`src/rtl/demux_1x8_deser.sv`:
```
// Sequential 1-to-WIDTH deserializer: LSB-first serial bits assemble into a registered word
// with a valid/ready output. Optional even-parity frame bit when DEMUX_PARITY_EN is defined.
module demux_1x8_deser #(
    parameter int WIDTH = 8,
    parameter int SEL_W = $clog2(WIDTH+1)
) (
    input  logic             clk,
    input  logic             rst,
    input  logic             clear,
    input  logic             in,
    input  logic             in_valid,
    output logic             in_ready,
    output logic [SEL_W-1:0] sel,
    output logic [WIDTH-1:0] out,
    output logic             out_valid,
    input  logic             out_ready,
    output logic             out_perr
);
`ifdef DEMUX_PARITY_EN
    localparam int LAST_I = WIDTH;
`else
    localparam int LAST_I = WIDTH - 1;
`endif
    localparam logic [SEL_W-1:0] LAST = LAST_I[SEL_W-1:0];

    logic [WIDTH-1:0] acc, next_acc;
    logic             accept, at_last, wrap;

    assign at_last  = (sel == LAST);
    // Only the word-completing bit waits on the consumer; partial bits keep flowing.
    assign in_ready = !(at_last && out_valid && !out_ready);
    assign accept   = in_valid && in_ready && !clear;
    assign wrap     = accept && at_last;

    // Accumulator with the current bit merged in; the parity slot (sel==WIDTH) matches no data bit.
    always_comb begin
        next_acc = acc;
        for (int i = 0; i < WIDTH; i++)
            if (sel == SEL_W'(i)) next_acc[i] = in;
    end

    always_ff @(posedge clk or posedge rst) begin
        if (rst) begin
            sel <= '0;
            acc <= '0;
        end else if (clear) begin
            sel <= '0;
            acc <= '0;
        end else if (accept) begin
            if (at_last) begin
                sel <= '0;
                acc <= '0;
            end else begin
                sel <= sel + SEL_W'(1);
                acc <= next_acc;
            end
        end
    end

    always_ff @(posedge clk or posedge rst) begin
        if (rst) begin
            out       <= '0;
            out_valid <= 1'b0;
        end else if (wrap) begin
            out       <= next_acc;
            out_valid <= 1'b1;
        end else if (out_valid && out_ready) begin
            out_valid <= 1'b0;
        end
    end

`ifdef DEMUX_PARITY_EN
    logic perr_q;
    always_ff @(posedge clk or posedge rst) begin
        if (rst)       perr_q <= 1'b0;
        else if (wrap) perr_q <= (^acc) ^ in;
    end
    assign out_perr = perr_q;
`else
    assign out_perr = 1'b0;
`endif
endmodule

```
`config.mk`:
```
export PLATFORM = sky130hd
export DESIGN_NAME = demux_1x8_deser
export DESIGN_NICKNAME = d
export VERILOG_FILES = /design/src/rtl/demux_1x8_deser.sv
export SDC_FILE = /design/constraint.sdc
export NUM_CORES = 1
export LEC_CHECK = 0
export CAP_MARGIN = 25
export CORE_MARGIN = 2
export CORE_UTILIZATION = 35
export DETAILED_ROUTE_END_ITERATION = 7
export PLACE_DENSITY = 0.64
export SYNTH_ARGS = -nofsm -noshare
export SYNTH_HDL_FRONTEND = slang
export SYNTH_SLANG_ARGS = --single-unit
```
`constraint.sdc`:
```
create_clock -name clk -period 2 [get_ports clk]
set_input_delay 0.4 -clock clk [delete_from_list [all_inputs] [get_ports clk]]
set_output_delay 0.4 -clock clk [all_outputs]
set_load 0.01 [all_outputs]
```
* After elaboration in Yosys (flattened, before gate mapping)
Index checks and enable logic that the tools add are counted.
Cells by class: add/sub/neg operators 1, eq/ne operators 7, mux-type cells 16, reduce and logical (&&, ||, !) cells 12
Operators by type and width (count):
- $mux W8 | 3
- $eq A4 B3 Y1 const B | 4
- $mux W4 | 3
- $mux W1 | 10
- $eq A4 B2 Y1 const B | 2
- $logic_and A1 B1 Y1 | 6
- $add A4 B1 Y4 const B | 1
- $eq A4 B1 Y1 const B | 1
- $logic_not A4 Y1 | 1
- $reduce_bool A2 Y1 | 2
- $logic_not A1 Y1 | 3
Word-level totals: flip-flop bits (word level) 21, bits of input ports 6, output and inout port bits 15, word-level logic and storage cells 40

* Logic depth before layout (Yosys ltp)
Gate-level depths: netlist of run 1.
word-level depth 8, gate-level depth with buffers 5, depth with buffers taken out 5

* Worst setup path after synthesis of run 1
No wires, ideal clock.
kind register -> register, start reg sel[0], end reg out[3], library setup time 0.125 ns, data arrival time 1.728 ns, data required time 1.875 ns, setup slack 0.147 ns, cell stages (with the launch flop) 5, buffers on the path 0, clock period less this slack 1.853 ns, cells stage by stage dfrtp_1 -> ha_1 -> nand3b_2 -> nor4_4 -> mux2_4
On the way: cells in the longest elaborated chain, start to end 7, elaborated cells on any way between the ends 9, those cells by class 2 x eq/ne; 1 x mux; 6 x reduce/logical
Ends and longest elaborated chain:
- start, declared | RTL line 13 | output logic [SEL_W-1:0] sel,
- start signal, assigned | RTL line 54 | sel <= sel + SEL_W'(1);
- $eq A4 B3 Y1 | RTL line 29 | assign at_last = (sel == LAST);
- $logic_and A1 B1 Y1 (2 in a row) | RTL line 31 | assign in_ready = !(at_last && out_valid && !out_ready);
- $logic_not A1 Y1 | RTL line 31
- $logic_and A1 B1 Y1 (2 in a row) | RTL line 32 | assign accept = in_valid && in_ready && !clear;
- $logic_and A1 B1 Y1 | RTL line 33 | assign wrap = accept && at_last;
- end signal, assigned | RTL line 65 | out <= next_acc;
- end, declared | RTL line 14 | output logic [WIDTH-1:0] out,
Several ways; a longest one is shown, not always the timed one. A chain may end at the register's enable or synchronous reset.

* Final worst setup path of run 1
start reg sel[3], end out sel[3]
No word-level cell between the ends.

==> reports/qor.yml, run 1 <==
status:
  status: "complete, no violations"
drt:
  vias_per_cell: 4.57
  drt_first_iter_violations: 18
  wire_per_inst_um: 12.5
  drcViolationCount: 0
  vias: 828
  wl_um: 2250
  firstDrtPassIters: 3
  ant_nets: 0
synthesis:
  synthCells: 105
  synthFlopType: "dfrtp_1"
  synth-edff-count: 0
  yosys.area.top_type: "dfrtp_1"
  synth_commonest_cells: "20 x dfrtp_1, 16 x inv_1, 14 x mux2i_1"
  ys_types: 29
  synth_area_leaders: "dfrtp_1 46%, mux2i_1 13%, inv_1 5.5%"
  synth-simple-area-share: 0.177
  async_flop_share: 1.00
  synthAdderAreaFrac: 0.0456
  synth_top_family_by_area: "simple AND/OR/NAND/NOR gates"
  yosysMostFrequentCell: "dfrtp_1"
  synth_top_area_frac: 0.456
  ys.warnings.count: 0
  synth_xor_xnor_area_share: 0
  synth_seq_cells: 20
  seq_area_frac_synth: 0.456
  synth.cell_area_um2: 1100
  synth-compound-area-share: 0.0649
  syn_avg_cell_area_um2: 10.5
  syn-num-nets: 115
  muxShareOfSynthArea: 0.175
critical_path:
  regToRegEndpoint: "out[3]"
  cp-start-kind: "flop"
  end_kind: "output port"
  rr_startpoint: "sel[0]"
  crit_type: "reg -> out"
  setup.worst_path.start: "sel[3]"
  crit_path_end: "sel[3]"
  worstPathMaxFanout: 8
  crit_required_ps: 1600
  r2r_slack_ps: 300
  r2r_cells: 5
  cp.arrival_ps: 1480
clocking:
  numClockSinks: 20
  numCtsBuffers: 3
  cts_max_path_buffers: 2
  hold_buffers: 0
  cts-root-buf: "clkbuf_4"
  htreeDepth: 1
  clk_pin_slew_ps: 120
  clkLatencyLatePin_ps: 300
  postCtsSetupRepairBufs: 0
  cts_tree: "built"
floorplanning:
  start_util: 0.363
  die_w_um: 60.0
  fp-row-count: 20
  ios: 21
  design.die.area_um2: 3600
  chipHeight_um: 60.0
  core_um2: 3030
grt:
  grt_max_degree: 21
  grt_overflow_total: 0
  grt_usage: 0.148
  grt_pass1_vias: 855
  grt_pass1_wl_um: 3970
  antenna_found_initial: 0
power_and_ir_drop:
  power_density_nw_per_um2: 546
  seqPwrFrac: 0.533
  p_switching_w: 0.000202
  vdd.ir_drop.worst_mv: 0.275
  swShare: 0.254
  power_frac_clock: 0.304
  internal-power_w: 0.000595
  comb_power_share: 0.164
  p_leak_nw: 0.673
  totalPowerFinal_w: 0.000797
final_layout:
  final_area_um2: 1460
  final_core_util: 0.483
  fillers: 303
  nets: 148
  n_antenna_cell: 0
  drive_gt1_frac: 0.197
  areaGrowthSynthToFinish_pct: 33.0
worst_hold_path:
  hold_class: "in -> async"
placement:
  portBuffers: 19
  dpl.hpwl_um: 1710
  place_area_um2: 1430
  globalplace.congestion: 0.798
  pre_cts_slack_ps: -79.0
timing:
  finalSetupViolCount: 0
  period_needed_ps: 1880
  hold_slack_ps: 410
  min_period_over_period: 0.939
  rsz0062_at_grt: "no"
  clock.fmax_mhz: 533
  hold_viol: 0
  drv_slew: 0
  post-route-worst-setup-slack_ps: 123
  clock_skew_ps: 3.48
run:
  drv_cap: 0
## cells in the final DEF, fill, tap and decap left out, types with 5 or more instances in the layout
cell type,n
nand3b_1,5
inv_1,16
mux2i_1,14
clkdlybuf4s50_1,18
dfrtp_1,20
o22ai_1,6
buf_4,14
nand2_1,5
## critical path, cell delays in order (launching register included)
cell and delay [ps]:
dfrtp_1 450, buf_4 190, clkdlybuf4s50_1 540
## worst min-delay path by stage
stage | from | endpoint | slack (ps) | depth (start not counted)
after floorplan | rst | acc[0] | 360 | 1
after global placement | out[3] | out[3] | 500 | 1
after detailed placement | out[7] | out[7] | 500 | 1
after CTS | rst | out[7] | 430 | 3
after global routing | rst | out[7] | 450 | 3
final | rst | out[4] | 410 | 3
## cell families after synthesis
logic type                 Yosys count
other                                1
muxes                               18
AOI/OAI and AO/OA                   12
and+or+nand+nor                     28
DFF                                 20
buffers and inverters               22
adders and majority gates            4
## stage by stage
| stage | instances | TNS [ps] |
|---|---|---|
| 3_3_place_gp | 177 | -88.5 |
| 4_1_cts | 181 | 0 |
| 6_report | 181 | 0 |
| 3_5_place_dp | 177 | -79.0 |
| 2_1_floorplan | 105 | 0 |
| 5_1_grt | 181 | 0 |
## state kept, by name, indices dropped and copies added (netlist names)
register / count
sel: 4
out_valid: 1
out: 8
acc: 7
## power groups by stage
| stage | clock network, W | registers [W] | logic (W) |
|---|---|---|---|
| 3_3_place_gp | 0 | 0.000432 | 0.000129 |
| 3_5_place_dp | 0 | 0.000433 | 0.000132 |
| 5_1_grt | 0.000265 | 0.000427 | 0.000146 |
| 2_1_floorplan | 0 | 0.000440 | 0.0000623 |
| 4_1_cts | 0.000250 | 0.000425 | 0.000133 |
| 6_report | 0.000242 | 0.000425 | 0.000131 |
## routing by layer
layer,vias to the layer above,track usage,wire (um)
met5,-,0,0
met2,15,0.238,1090
met3,5,0.0130,52
met1,391,0.199,1060
met4,0,0.0762,51
li1,417,-,-
## cell type report
type	instances	area [um2]	area share
well taps	44	55.1	0.0377
inverters	17	63.8	0.0437
multi-input cells	63	512	0.350
clock buffers	4	36.3	0.0248
flip-flops and latches	20	500	0.342
repair buffers	33	294	0.201
## timing repair
item,4_1_cts,5_1_grt
endpoints found under the hold margin,0,0
setup endpoints to repair,1,0
gates resized for setup,1,0
No activity file was read; power rests on OpenSTA's default activity.
==> inputs of run 2 (changes only) <==
CORE_UTILIZATION = 49   (was 35)
PLACE_DENSITY = 0.82   (was 0.64)
SLEW_MARGIN = 0   (was default)
==> reports/qor.yml, run 2 (synthesized netlist as in run 1, its figures left out) <==
floorplanning:
  chipHeight_um: 51.4
  core_um2: 2170
  ios: 21
  start_util: 0.506
  design.die.area_um2: 2640
  die_w_um: 51.4
  fp-row-count: 17
run:
  drv_cap: 0
grt:
  grt_max_degree: 21
  grt_pass1_wl_um: 3740
  grt_overflow_total: 0
  grt_usage: 0.199
  grt_pass1_vias: 829
  antenna_found_initial: 0
drt:
  wire_per_inst_um: 13.5
  ant_nets: 0
  drt_first_iter_violations: 5
  firstDrtPassIters: 4
  vias_per_cell: 5.13
  vias: 847
  wl_um: 2220
  drcViolationCount: 0
critical_path:
  rr_startpoint: "sel[0]"
  cp.arrival_ps: 1480
  regToRegEndpoint: "out[2]"
  r2r_slack_ps: 260
  end_kind: "output port"
  crit_type: "reg -> out"
  cp-start-kind: "flop"
  crit_path_end: "in_ready"
  r2r_cells: 6
  crit_required_ps: 1600
  setup.worst_path.start: "sel[0]"
  worstPathMaxFanout: 2
timing:
  min_period_over_period: 0.941
  rsz0062_at_grt: "no"
  clock_skew_ps: 4.57
  hold_viol: 0
  clock.fmax_mhz: 531
  period_needed_ps: 1880
  drv_slew: 0
  final.setup.tns_ps: 0
  finalSetupViolCount: 0
  post-route-worst-setup-slack_ps: 117
final_layout:
  areaGrowthSynthToFinish_pct: 32.8
  largest_register_ffs: 8
  nets: 148
  final_common_cell: "dfrtp_1"
  n_antenna_cell: 0
  largestRegisters: "out (8), acc (7), sel (4)"
  fillers: 184
  top_register: "out"
  final_cell_mix: "20 x dfrtp_1, 18 x clkdlybuf4s50_1, 16 x inv_1, 14 x mux2i_1, 14 x buf_4"
  drive_gt1_frac: 0.197
clocking:
  cts_tree: "built"
  clk_pin_slew_ps: 120
  clkLatencyLatePin_ps: 310
  cts_max_path_buffers: 2
  hold_buffers: 0
  cts-root-buf: "clkbuf_4"
  numCtsBuffers: 3
  htreeDepth: 1
  numClockSinks: 20
status:
  status: "complete, no violations"
placement:
  dpl.hpwl_um: 1640
  globalplace.congestion: 0.873
  pre_cts_slack_ps: -79.4
  portBuffers: 19
power_and_ir_drop:
  power_density_nw_per_um2: 610
  p_leak_nw: 0.682
  totalPowerFinal_w: 0.000890
  vdd.ir_drop.worst_mv: 0.679
worst_hold_path:
  hold_class: "in -> async"
## run 2: changes by cell type in the layout (fill, tap and decap cells not counted)
cell	previous run	this run
bufinv_16	0	1
clkbuf_8	1	0
clkdlybuf4s15_1	0	1
dlygate4sd2_1	1	0
## run 2: repair_timing
| item | 4_1_cts | 5_1_grt |
|---|---|---|
| buffers inserted | 0 | 0 |
| setup endpoints to repair | 1 | 1 |
| pin swaps | 0 | 0 |
| endpoints found under the hold margin | 0 | 0 |
| resized for setup | 1 | 1 |
## run 2: worst max-delay path, stage by stage (launching register included)
cell             delay, ps
dfrtp_1                420
ha_1                   240
and3b_1                180
nand2_1                 90
clkdlybuf4s15_1        240
## run 2: how the worst min path moves through the flow
stage	end	slack (ps)	cells after the start
2_1_floorplan	acc[0]	360	1
3_3_place_gp	out[3]	500	1
3_5_place_dp	out[5]	510	2
4_1_cts	acc[3]	410	3
5_1_grt	out[3]	440	3
6_report	out[3]	410	3
## run 2: cell type report
cell class,instances,area (um2),area share
Clock buffer,3,22.5,0.0154
Sequential cell,20,500,0.343
Tap cell,28,35.0,0.0240
Multi-Input combinational cell,63,512,0.351
Clock inverter,1,30.0,0.0206
Inverter,17,63.8,0.0437
Timing Repair Buffer,33,295,0.202
## run 2: per-layer routing
layer,track usage,wire length [um],vias up
met5,0,0,-
met4,0.0789,38,0
met3,0.0380,66,5
met2,0.353,1110,17
met1,0.235,1010,409
li1,-,-,416
## run 2: per-stage QoR
step	std cells	util	instance area (um2)	hold slack, ps
2_1_floorplan	105	-	1100	364
3_3_place_gp	161	0.648	1410	496
3_5_place_dp	161	0.648	1410	509
4_1_cts	165	0.672	1460	410
5_1_grt	165	0.672	1460	440
6_report	165	0.672	1460	406
## run 2: report_power, final
group | switching (W) | internal [W] | total, W
Clock | 0.000132 | 0.000203 | 0.000334
Sequential | 0.00000744 | 0.000418 | 0.000425
Combinational | 0.0000647 | 0.0000663 | 0.000131
Total | 0.000204 | 0.000687 | 0.000890
